<file path="config.mk">
export PLATFORM = sky130hd
export DESIGN_NAME = pixel_serializer
export DESIGN_NICKNAME = d
export VERILOG_FILES = /design/src/rtl/ledstripe_pkg.sv /design/src/rtl/gap_timer.sv /design/src/rtl/pixel_serializer.sv
export SDC_FILE = /design/constraint.sdc
export NUM_CORES = 1
export LEC_CHECK = 0
export ABC_CLOCK_PERIOD_IN_PS = 1800
export CAP_MARGIN = 20
export CORE_UTILIZATION = 52
export DETAILED_ROUTE_END_ITERATION = 7
export PLACE_DENSITY = 0.78
export SETUP_SLACK_MARGIN = 0.5
export SLEW_MARGIN = 20
export SYNTH_ARGS = -nofsm -noshare
export SYNTH_HDL_FRONTEND = slang
export SYNTH_SLANG_ARGS = --single-unit
</file>
<file path="constraint.sdc">
create_clock -name clk -period 1.8 [get_ports clk]
set_input_delay 0.36 -clock clk [delete_from_list [all_inputs] [get_ports clk]]
set_output_delay 0.36 -clock clk [all_outputs]
set_load 0.05 [all_outputs]
</file>
<file path="src/rtl/ledstripe_pkg.sv">
// ledstripe_pkg: types and constants shared by the LED-stripe datapath.
//   BITS_PER_LED         - bits per GRB pixel
//   DEFAULT_RESET_CYCLES - default latch-gap length in clk cycles
//   pixel_t              - one 24-bit GRB pixel
//   state_t              - pixel_serializer frame state
package ledstripe_pkg;

  localparam int BITS_PER_LED         = 24;
  localparam int DEFAULT_RESET_CYCLES = 3000;

  typedef logic [BITS_PER_LED-1:0] pixel_t;

  typedef enum logic {
    RST_WAIT,
    SHIFT
  } state_t;

endpackage

</file>
<file path="src/rtl/gap_timer.sv">
// gap_timer: counts a fixed latch gap of RESET_CYCLES clk cycles.
//   clk   - system clock
//   rstn  - synchronous active-low reset; a reset begins a full gap
//   start - restart the gap; count reads 0 in the following cycle
//   count - cycles elapsed in the current gap (0 .. RESET_CYCLES-1)
//   done  - high in the last cycle of the gap (count == RESET_CYCLES-1)
module gap_timer #(
  parameter  int RESET_CYCLES = 3000,
  localparam int CNT_W        = $clog2(RESET_CYCLES)
) (
  input  logic             clk,
  input  logic             rstn,
  input  logic             start,
  output logic [CNT_W-1:0] count,
  output logic             done
);

  logic             r_running;
  logic [CNT_W-1:0] r_count;
  logic             w_last;

  assign w_last = (r_count == CNT_W'(RESET_CYCLES - 1));

  // NOTE: state registers use non-blocking assignments so every flop samples
  // the pre-edge values, independent of statement order.
  always_ff @(posedge clk) begin
    if (!rstn) begin
      r_running <= 1'b1;
      r_count   <= '0;
    end else if (start) begin
      r_running <= 1'b1;
      r_count   <= '0;
    end else if (r_running) begin
      if (w_last) begin
        r_running <= 1'b0;
        r_count   <= '0;
      end else begin
        r_count <= r_count + 1'b1;
      end
    end
  end

  assign count = r_count;
  assign done  = r_running & w_last;

endmodule

</file>
<file path="src/rtl/pixel_serializer.sv">
// pixel_serializer: fetches GRB pixels from the frame buffer and presents
// them MSB first, one bit per new_bit_rqst, to the LED bit-timing generator.
// Between frames it times the stripe latch gap itself.
//   clk              - system clock
//   rstn             - synchronous active-low reset
//   pix_rd_en        - frame-buffer read strobe
//   pix_addr         - frame-buffer read address (held while not reading)
//   pix_data         - read data, valid the cycle after pix_rd_en
//   new_bit_rqst     - one-cycle request from the timing generator
//   bit_to_transmit  - current bit, sampled by the consumer with its request
//   all_bits_shifted - combinational: request arrived with no bit available
//   reset_finish     - one-cycle pulse at the end of the latch gap
//   frame_sync       - one-cycle pulse at the start of the latch gap
module pixel_serializer
  import ledstripe_pkg::*;
#(
  parameter int NUM_LEDS     = 64,
  parameter int RESET_CYCLES = DEFAULT_RESET_CYCLES,
  parameter int ADDR_W       = $clog2(NUM_LEDS)
) (
  input  logic              clk,
  input  logic              rstn,
  output logic              pix_rd_en,
  output logic [ADDR_W-1:0] pix_addr,
  input  pixel_t            pix_data,
  input  logic              new_bit_rqst,
  output logic              bit_to_transmit,
  output logic              all_bits_shifted,
  output logic              reset_finish,
  output logic              frame_sync
);

  localparam int GAP_W = $clog2(RESET_CYCLES);
  localparam int BIT_W = $clog2(BITS_PER_LED);

  state_t            r_state;
  pixel_t            r_shift;
  pixel_t            r_next_buf;
  logic              r_next_valid;
  logic              r_bit_valid;
  logic [BIT_W-1:0]  r_bit_cnt;
  logic [ADDR_W-1:0] r_led_cnt;
  logic [ADDR_W-1:0] r_addr;
  logic              r_rd_en;
  logic              r_data_vld;
  logic              r_reset_finish;
  logic              r_frame_sync;

  logic [GAP_W-1:0]  w_gap_count;
  logic              w_gap_done;
  logic              w_req;
  logic              w_end;
  logic              w_last_bit;
  logic              w_last_led;
  logic              w_boundary;
  logic [31:0]       w_led_plus2;

  assign w_req       = (r_state == SHIFT) & new_bit_rqst & r_bit_valid;
  assign w_end       = (r_state == SHIFT) & new_bit_rqst & ~r_bit_valid;
  assign w_last_bit  = (r_bit_cnt == BIT_W'(BITS_PER_LED - 1));
  assign w_last_led  = (r_led_cnt == ADDR_W'(NUM_LEDS - 1));
  assign w_boundary  = w_req & w_last_bit & ~w_last_led;
  // Computed at 32 bits so led_cnt+2 cannot wrap in a narrow address.
  assign w_led_plus2 = 32'(r_led_cnt) + 32'd2;

  gap_timer #(
    .RESET_CYCLES (RESET_CYCLES)
  ) u_gap_timer (
    .clk   (clk),
    .rstn  (rstn),
    .start (w_end),
    .count (w_gap_count),
    .done  (w_gap_done)
  );

  always_ff @(posedge clk) begin
    if (!rstn) begin
      r_state        <= RST_WAIT;
      r_shift        <= '0;
      r_next_buf     <= '0;
      r_next_valid   <= 1'b0;
      r_bit_valid    <= 1'b0;
      r_bit_cnt      <= '0;
      r_led_cnt      <= '0;
      r_addr         <= '0;
      r_rd_en        <= 1'b0;
      r_data_vld     <= 1'b0;
      r_reset_finish <= 1'b0;
      r_frame_sync   <= 1'b0;
    end else begin
      // Strobes and pulses default low; branches below raise them for one cycle.
      r_rd_en        <= 1'b0;
      r_reset_finish <= 1'b0;
      r_frame_sync   <= 1'b0;
      r_data_vld     <= r_rd_en;

      case (r_state)
        RST_WAIT: begin
          // Prefetch pixels 0 and 1 at the start of the gap. The strobe is
          // registered, so each capture lands two counts after its read.
          if (w_gap_count == GAP_W'(0)) begin
            r_rd_en <= 1'b1;
            r_addr  <= '0;
          end
          if (w_gap_count == GAP_W'(1)) begin
            r_rd_en <= 1'b1;
            r_addr  <= ADDR_W'(1);
          end
          if (w_gap_count == GAP_W'(2)) begin
            r_shift <= pix_data;
          end
          if (w_gap_count == GAP_W'(3)) begin
            r_next_buf   <= pix_data;
            r_next_valid <= 1'b1;
          end
          if (w_gap_done) begin
            r_reset_finish <= 1'b1;
            r_bit_valid    <= 1'b1;
            r_led_cnt      <= '0;
            r_bit_cnt      <= '0;
            r_state        <= SHIFT;
          end
        end

        SHIFT: begin
          // Data for a read issued at a pixel boundary.
          if (r_data_vld) begin
            r_next_buf   <= pix_data;
            r_next_valid <= 1'b1;
          end
          if (w_req) begin
            if (!w_last_bit) begin
              r_shift   <= {r_shift[BITS_PER_LED-2:0], 1'b0};
              r_bit_cnt <= r_bit_cnt + 1'b1;
            end else if (!w_last_led) begin
              r_shift      <= r_next_buf;
              r_led_cnt    <= r_led_cnt + 1'b1;
              r_bit_cnt    <= '0;
              r_next_valid <= 1'b0;
              if (w_led_plus2 < 32'(NUM_LEDS)) begin
                r_rd_en <= 1'b1;
                r_addr  <= ADDR_W'(w_led_plus2);
              end
            end else begin
              r_bit_valid <= 1'b0;
            end
          end
          if (w_end) begin
            r_frame_sync <= 1'b1;
            r_state      <= RST_WAIT;
          end
        end

        default: r_state <= RST_WAIT;
      endcase
    end
  end

  // A pixel boundary must always find the next pixel already fetched.
  a_no_underrun : assert property (
    @(posedge clk) disable iff (!rstn) w_boundary |-> r_next_valid
  );

  assign pix_rd_en        = r_rd_en;
  assign pix_addr         = r_addr;
  assign bit_to_transmit  = r_shift[BITS_PER_LED-1];
  assign reset_finish     = r_reset_finish;
  assign frame_sync       = r_frame_sync;
  assign all_bits_shifted = rstn & new_bit_rqst & ~r_bit_valid;

endmodule

</file>
Word-level counts from Yosys, hierarchy flattened

Index checks and enable logic that the tools add are counted.

Bits in registers: 84
Input bits: 27
Output and inout bits: 11
Logic and storage cells: 98

Add/subtract/negate cells: 4
Order comparisons: 1
Eq/ne operators: 17
Mux-type cells: 44
Bitwise operators: 9
Reduce and logical (&&, ||, !) cells: 10

Operator list:

| cell                                                   | count |
|---|---|
| two-way mux 24 bit                                     | 6 |
| case mux 24 bit (2 select lines)                       | 2 |
| two-way mux 6 bit                                      | 10 |
| == test 12 x 2 -> 1 bit (second input constant)        | 2 |
| case mux 6 bit (2 select lines)                        | 2 |
| two-way mux 5 bit                                      | 4 |
| two-way mux 1 bit                                      | 15 |
| adder 12 x 1 -> 12 bit (second input constant)         | 1 |
| == test 12 x 1 -> 1 bit (second input constant)        | 1 |
| == test 12 bit (second input constant)                 | 1 |
| logical NOT 12 bit                                     | 1 |
| two-way mux 12 bit                                     | 1 |
| inequality test 2 x 1 -> 1 bit (second input constant) | 6 |
| case mux 5 bit (2 select lines)                        | 1 |
| AND reduction 4 bit                                    | 2 |
| adder 6 x 2 -> 7 bit (second input constant)           | 1 |
| less-than comparator 7 bit (second input constant)     | 1 |
| adder 6 x 1 -> 6 bit (second input constant)           | 1 |
| AND 1 bit                                              | 6 |
| == test 6 bit (second input constant)                  | 1 |
| inequality test 2 bit (second input constant)          | 3 |
| inequality test 3 bit (second input constant)          | 2 |
| case mux 1 bit (2 select lines)                        | 3 |
| AND reduction 3 bit                                    | 2 |
| other kinds (6)                                        | 10 |

Longest topological paths before layout

Gate-level depths: netlist of the first run.

Word-level depth: 7
Depth in mapped cells: 7
Depth with buffers taken out: 6

Hierarchy

From an unflattened synthesis of the first run, not the netlist that was laid out.

Cell total of the unflattened synthesis: 503
Area, all modules: 4,081.4 um^2

By module, submodules not included:

| module           | instances | cells each | area an instance (um^2) | sequential area each (um^2) |
|---|---|---|---|---|
| pixel_serializer | 1         | 430        | 3,433.3                 | 1,421.4 |
| gap_timer        | 1         | 73         | 648.1                   | 260.2 |

Worst setup path before layout of the first run

OpenSTA, ideal clock, no wires.

Kind: input-to-output
Start: input rstn
End: output all_bits_shifted
Arrival: 1,620 ps
Required time: 1,440 ps
Slack: -180 ps
Stages: 4
Path buffers: 2
Path through: clkbuf_1 -> clkbuf_1 -> nand2_1 -> nor2_1

Word-level cells in the longest chain between the ends: 2

RTL lines:

| element                 | line                    | text |
|---|---|---|
| from (decl)             | pixel_serializer.sv:22  | `input logic rstn,` |
| AND 1 bit (2 in series) | pixel_serializer.sv:169 | `assign all_bits_shifted = rstn & new_bit_rqst & ~r_bit_valid;` |
| to (decl)               | pixel_serializer.sv:28  | `output logic all_bits_shifted,` |

Every way passes these cells.

Final worst setup path of the first run

Start: register u_gap_timer.r_count[10] (netlist: u_gap_timer.count[10])
End: register r_shift[14]

Word-level cells in the longest chain between the ends: 3

RTL lines:

| element                                | line                    | text |
|---|---|---|
| from (decl)                            | gap_timer.sv:19         | `logic [CNT_W-1:0] r_count;` |
| from (signal assigned)                 | gap_timer.sv:38         | `r_count <= r_count + 1'b1;` |
| == test 12 x 2 -> 1 bit                | pixel_serializer.sv:109 | `if (w_gap_count == GAP_W'(2)) begin` |
| inequality test 2 bit (no source line) | --                      |  |
| AND reduction 3 bit (no source line)   | --                      |  |
| to (signal assigned)                   | pixel_serializer.sv:110 | `r_shift <= pix_data;` |
| to (signal assigned)                   | pixel_serializer.sv:133 | `r_shift <= {r_shift[BITS_PER_LED-2:0], 1'b0};` |
| to (signal assigned)                   | pixel_serializer.sv:136 | `r_shift <= r_next_buf;` |
| to (decl)                              | pixel_serializer.sv:37  | `pixel_t r_shift;` |

Every way passes these cells.
A chain may end at the register's enable or synchronous reset.

==> results of run 1 <==
## per-stage QoR
stage / util (%) / area [um2] / cells
finish: 72.5 / 5610 / 684
global route: 72.5 / 5610 / 684
CTS: 70.2 / 5430 / 680
detailed placement: 64.5 / 4980 / 657
global placement: 64.5 / 4980 / 657
floorplan: - / 4290 / 506
## cell usage in the layout (no fill, tap or decap), types with 3 or more instances in the layout
master | netlist | layout
a21oi_2 | 0 | 6
a31o_2 | 23 | 23
and2_1 | 3 | 3
buf_12 | 0 | 6
buf_16 | 0 | 4
buf_4 | 2 | 51
buf_6 | 3 | 8
clkbuf_8 | 0 | 9
clkdlybuf4s50_1 | 0 | 25
clkinvlp_4 | 0 | 3
dfxtp_1 | 84 | 76
dfxtp_2 | 0 | 7
ha_1 | 7 | 4
inv_1 | 8 | 8
mux2i_1 | 31 | 30
nand2_1 | 117 | 116
nand2b_1 | 3 | 3
nand3_1 | 43 | 23
nand3_2 | 0 | 19
nor2_1 | 20 | 18
nor3_1 | 5 | 5
o21ai_0 | 50 | 28
o21ai_1 | 4 | 24
or3_1 | 5 | 3
xnor2_1 | 9 | 9
xor2_1 | 3 | 3
## flip-flops by register name, summed over array words and instances, names as in the netlist
signal	count
frame_sync	1
pix_addr	6
pix_rd_en	1
r_bit_cnt	5
r_bit_valid	1
r_data_vld	1
r_led_cnt	6
r_next_buf	24
r_shift	24
r_state	1
reset_finish	1
u_gap_timer.count	12
u_gap_timer.r_running	1
## where the power goes
| part | switching [W] | internal [W] |
|---|---|---|
| Clock | 0.000726 | 0.000788 |
| Combinational | 0.000279 | 0.000299 |
| Sequential | 0.0000372 | 0.00192 |
## layout make-up
cell class              count  area, um2  area share, %
clock buffers               9        124           2.21
clock inverters             7        100           1.79
inverters                   9       33.8          0.603
multi-input cells         376       2510           44.7
flip-flops and latches     84       1690           30.2
well taps                 102        128           2.28
repair buffers             97       1020           18.2
## layer usage
layer | GRT usage [%] | vias up
li1 | - | 1908
met1 | 31.7 | 1871
met2 | 44.0 | 127
met3 | 2.85 | 13
met4 | 9.52 | 0
met5 | 0 | -
## worst max-delay path, stage by stage (launching register included)
cell and delay (ns):
dfxtp_2 0.33, or3_4 0.40, buf_6 0.14, nor4_4 0.31, a21oi_4 0.10, buf_12 0.15, buf_12 0.14, mux2i_2 0.20
## how the worst max path moves through the flow
stage | from | cells past startpoint | slack, ns | to
floorplan | u_gap_timer.count[10] | 5 | 0.1 | r_led_cnt[0]
global placement | new_bit_rqst | 7 | -0.08 | r_shift[20]
detailed placement | new_bit_rqst | 7 | -0.11 | r_shift[14]
CTS | u_gap_timer.count[10] | 7 | 0.007 | r_next_buf[0]
global route | u_gap_timer.count[10] | 7 | -0.12 | r_next_buf[22]
finish | u_gap_timer.count[10] | 7 | -0.06 | r_shift[14]
## kinds of logic after synthesis
logic type | Yosys count | synth area share [%]
buffers and inverters | 47 | 5.69
adder cells (fa/ha/maj) | 7 | 2.11
AND/OR/NAND/NOR | 217 | 24.1
XOR/XNOR | 12 | 2.53
AO/OA/AOI/OAI | 108 | 17.6
flip-flops | 84 | 40.5
multiplexers | 31 | 7.47
## timing repair
| item | 4_1_cts | 5_1_grt |
|---|---|---|
| setup buffers | 2 | 2 |
| gates cloned | 5 | 2 |
| hold buffers | 0 | 0 |
| gates resized for setup | 24 | 27 |
| pin swaps | 6 | 11 |
| setup endpoints to repair | 84 | 84 |
==> flow_summary_export.csv, run 1 <==
group,metric,value,unit
outcome,status,"complete, but fails checks",
outcome,violations,"negative setup slack",
logic_synthesis,netlist_area,0.00415,mm2
clock_network,cts_max_level,3,
logic_synthesis,ys_seq_area_share,40.5,%
logic_synthesis,yosysMostFrequentCell,"nand2_1",
setup_path,r2r_start,"u_gap_timer.count[10]",
logic_synthesis,yosysWarningCount,0,
floorplanning,initial_core_util,53.7,%
place,port_buffers,37,
logic_synthesis,synth_seq_cells,84,
place,gp_congestion,0.868,
route,via_per_inst,5.73,
timing,fin_crit_sh,103,%
timing,period_needed,1.86,ns
power_and_ir_drop,powerDensity,723,mW/mm2
cells_and_area,drive_above_1_share,29.7,%
setup_path,cp.arrival,2.13,ns
cells_and_area,fillers,530,
cells_and_area,nNetsFinal,611,
timing,slew_headroom,64.1,%
route,drt-pass1-iter-count,5,
timing,skew,0.00949,ns
floorplanning,core.rowCount,32,
route,totalWireLength,10.9,mm
grt,antenna_found_initial,0,
route,detail-route-antenna-nets,0,
timing,holdWs,0.383,ns
clock_network,clock_path_buffers,2,
floorplanning,die-area,0.00835,mm2
logic_synthesis,syn_area_per_cell,8.21,um2
setup_path,rrSetupSlack,-0.06,ns
grt,grt.overflow.total,0,
route,drc,0,
place,dp_slack,-0.114,ns
worst_hold_path,min_from,"rstn",
route,wl_met2,5.53,mm
logic_synthesis,yosys.area.top_type_share,40.5,%
logic_synthesis,syn_nets,540,
setup_path,reg2reg_depth,7,
floorplanning,die_h,91.4,um
timing,finalWorstSetupSlack,-0.0572,ns
timing,slew_viol_final,0,
route,wl_met3,568,um
grt,grt_usage,25.2,%
clock_network,cts_tree,"built",
setup_path,cp_data_required_time,2.07,ns
route,wire_per_inst,15.9,um
setup_path,worst_setup_path_end_kind,"flop",
floorplanning,design.core.area,0.00773,mm2
setup_path,crit_path_start_kind,"flop",
setup_path,cp_max_fo,6,
setup_path,criticalPathCategory,"reg -> reg",
timing,setup_viol_count_final,29,
place,dpl.hpwl,6.21,mm
grt,grt_max_degree,39,
cells_and_area,num_antenna_cells,0,
route,drt-met1-wl,4.65,mm
power_and_ir_drop,p_leak,2.21,nW
clock_network,cts_root_buf,"clkbuf_8",
route,vias,3919,
timing,hold_violations,0,
power_and_ir_drop,max-vdd-ir-drop,0.000401,V
grt,grt_pass1_vias,3723,
floorplanning,die_x,91.4,um
clock_network,clk_pin_slew_worst_paths,0.08,ns
logic_synthesis,synth_flop_cell,"dfxtp_1",
route,routed.top_layer,"met4",
logic_synthesis,synth_cell_types,54,
power_and_ir_drop,p_total,0.00405,W
timing,timing.fmax,538,MHz
cells_and_area,area_growth,35.0,%
logic_synthesis,synth_common_cells,"nand2_1 (117), dfxtp_1 (84), o21ai_0 (50), nand3_1 (43), mux2i_1 (31)",
clock_network,cts.sinks,84,
logic_synthesis,synth_edf_count,0,
logic_synthesis,synth_area_leaders,"dfxtp_1 (40%), nand2_1 (11%), mux2i_1 (7.5%)",
job,drv_cap,0,
timing,setup_tns,-0.566,ns
worst_hold_path,holdPathStages,2,
worst_hold_path,hp-class,"in -> reg",
floorplanning,ioPinCount,38,
timing,rsz0062_at_grt,"true",
setup_path,reg2reg_to,"r_shift[14]",
logic_synthesis,synthArstFlopShare,0,%
grt,grt_pass1_wl,17.1,mm
worst_hold_path,whs_endpoint,"r_led_cnt[0]",
logic_synthesis,yosys.area.top_type,"dfxtp_1",
route,drt_iter0_markers,215,
timing,tightest_slew,0.535,ns
clock_network,cts_buffers,9,
clock_network,clk_latency,0.36,ns
logic_synthesis,netlist_instances,506,
No activity file was read; power rests on OpenSTA's default activity.
==> inputs of run 2 (changes only) <==
--- a/config.mk
+++ b/config.mk
@@ -9,7 +9,9 @@
 export CAP_MARGIN = 20
 export CORE_UTILIZATION = 52
 export DETAILED_ROUTE_END_ITERATION = 7
+export HOLD_SLACK_MARGIN = 0.05
 export PLACE_DENSITY = 0.78
+export REMOVE_ABC_BUFFERS = 1
 export SETUP_SLACK_MARGIN = 0.5
 export SLEW_MARGIN = 20
 export SYNTH_ARGS = -nofsm -noshare
==> run 2 against run 1 <==
Against the previous run: the run still ends with negative setup slack left; design area increased by 7.5%; combinational power increased by 7.6%; global-route usage increased by 4.6 points; critical path type unchanged.
==> flow_summary_export.csv, run 2 (same netlist as run 1, synthesis figures left out) <==
group,metric,value,unit
cells_and_area,drive_above_1_share,38.0,%
grt,grt_max_degree,43,
place,port_buffers,37,
power_and_ir_drop,p_leak,2.37,nW
timing,period_needed,1.89,ns
power_and_ir_drop,powerDensity,648,mW/mm2
grt,grt_pass1_vias,4086,
setup_path,cp.arrival,2.18,ns
clock_network,clk_pin_slew_worst_paths,0.10,ns
timing,timing.fmax,529,MHz
floorplanning,die_x,91.4,um
clock_network,cts_root_buf,"clkbuf_8",
clock_network,cts.sinks,84,
route,totalWireLength,14.9,mm
route,via_per_inst,6.31,
route,detail-route-antenna-nets,0,
cells_and_area,layout.cells.non_filler,718,
grt,antenna_found_initial,0,
clock_network,cts_max_level,3,
power_and_ir_drop,max-vdd-ir-drop,0.000489,V
outcome,violations,"negative setup slack",
grt,grt_usage,29.8,%
worst_hold_path,hp-class,"in -> reg",
cells_and_area,fillers,438,
cells_and_area,nNetsFinal,645,
timing,rsz0062_at_grt,"true",
clock_network,cts_tree,"built",
route,drc,0,
route,drt-pass1-iter-count,5,
floorplanning,core.rowCount,32,
route,drt_iter0_markers,405,
timing,setup_tns,-1.38,ns
timing,setup_viol_count_final,47,
timing,tightest_slew,0.422,ns
grt,grt.overflow.total,0,
cells_and_area,final_common_cell,"nand2_1",
route,vias,4527,
cells_and_area,num_antenna_cells,0,
timing,fin_crit_sh,105,%
route,wire_per_inst,20.7,um
floorplanning,initial_core_util,53.7,%
floorplanning,ioPinCount,38,
job,drv_cap,0,
cells_and_area,area_growth,45.1,%
floorplanning,die_h,91.4,um
setup_path,crit_path_start_kind,"flop",
timing,slew_headroom,71.7,%
worst_hold_path,holdPathStages,3,
setup_path,criticalPathCategory,"reg -> reg",
timing,hold_violations,0,
clock_network,clk_latency,0.37,ns
setup_path,reg2reg_depth,8,
timing,finalWorstSetupSlack,-0.0910,ns
place,gp_congestion,0.827,
setup_path,cp_max_fo,5,
cells_and_area,final_cell_mix,"nand2_1 (115), dfxtp_1 (70), buf_4 (65)",
outcome,status,"complete, but fails checks",
clock_network,holdBufCountCts,0,
setup_path,worst_setup_path_end_kind,"flop",
clock_network,clock_path_buffers,2,
setup_path,cp_data_required_time,2.09,ns
place,dp.cells,661,
grt,grt_pass1_wl,19.5,mm
floorplanning,design.core.area,0.00773,mm2
place,dpl.hpwl,6.24,mm
timing,slew_viol_final,0,
clock_network,cts_buffers,9,
floorplanning,die-area,0.00835,mm2
timing,skew,0.0144,ns
==> run 2: metrics by stage <==
step,total power [W],hold WS [ns],cell area [um2],setup WS [ns],util [%]
after detailed placement,0.00243,0.448,4890,-0.537,63.2
after global routing,0.00400,0.350,6030,-0.111,78.0
after global placement,0.00242,0.437,4890,-0.468,63.2
final,0.00390,0.334,6030,-0.0910,78.0
after floorplan,0.00223,0.429,3950,-1.59,-
after CTS,0.00378,0.338,5630,-0.0339,72.9
==> run 2: where the power goes <==
| group | internal [W] | switching [W] | leakage [nW] |
|---|---|---|---|
| Sequential | 0.00192 | 0.0000428 | 0.687 |
| Clock | 0.000524 | 0.000792 | 0.0921 |
| Combinational | 0.000300 | 0.000322 | 1.60 |
==> run 2: what timing repair did <==
| item | in CTS | in global routing |
|---|---|---|
| cloned | 4 | 5 |
| endpoints found under the setup margin | 82 | 86 |
| pin swaps | 29 | 30 |
| setup buffers | 26 | 6 |
| gates resized for setup | 76 | 73 |
==> run 2: final cells by class <==
| type | instances | area, um2 | share of cell area [%] |
|---|---|---|---|
| clock inverters | 7 | 58.8 | 0.976 |
| well taps | 102 | 128 | 2.12 |
| inverters | 9 | 33.8 | 0.561 |
| multi-input cells | 377 | 2650 | 44.0 |
| flip-flops and latches | 84 | 1700 | 28.2 |
| clock buffers | 9 | 124 | 2.06 |
| repair buffers | 130 | 1330 | 22.0 |
==> run 2: per-layer routing <==
| metal | up-vias | global-route usage [%] | part of all wire, % |
|---|---|---|---|
| met3 | 87 | 6.70 | 7.7 |
| li1 | 1983 | - | - |
| met1 | 2164 | 35.0 | 39 |
| met2 | 293 | 50.4 | 48 |
| met5 | - | 0 | 0 |
| met4 | 0 | 16.3 | 5.6 |
==> run 2: worst max-delay path, cell delays in order (launching register included) <==
cell and delay, ns:
dfxtp_2 0.38, ha_4 0.15, buf_6 0.09, and4b_1 0.23
o211ai_1 0.15, buf_4 0.19, buf_6 0.11, or4_1 0.40
o21ai_1 0.10
==> run 2: final timing paths <==
kind / slack [ns] / from / to
setup / recovery: -0.09 / r_bit_cnt[1] / r_led_cnt[4]
hold / removal: 0.33 / rstn / r_next_buf[8]
setup reg to reg: -0.09 / r_bit_cnt[1] / r_led_cnt[4]
hold reg to reg: 0.45 / r_next_buf[2] / r_next_buf[2]
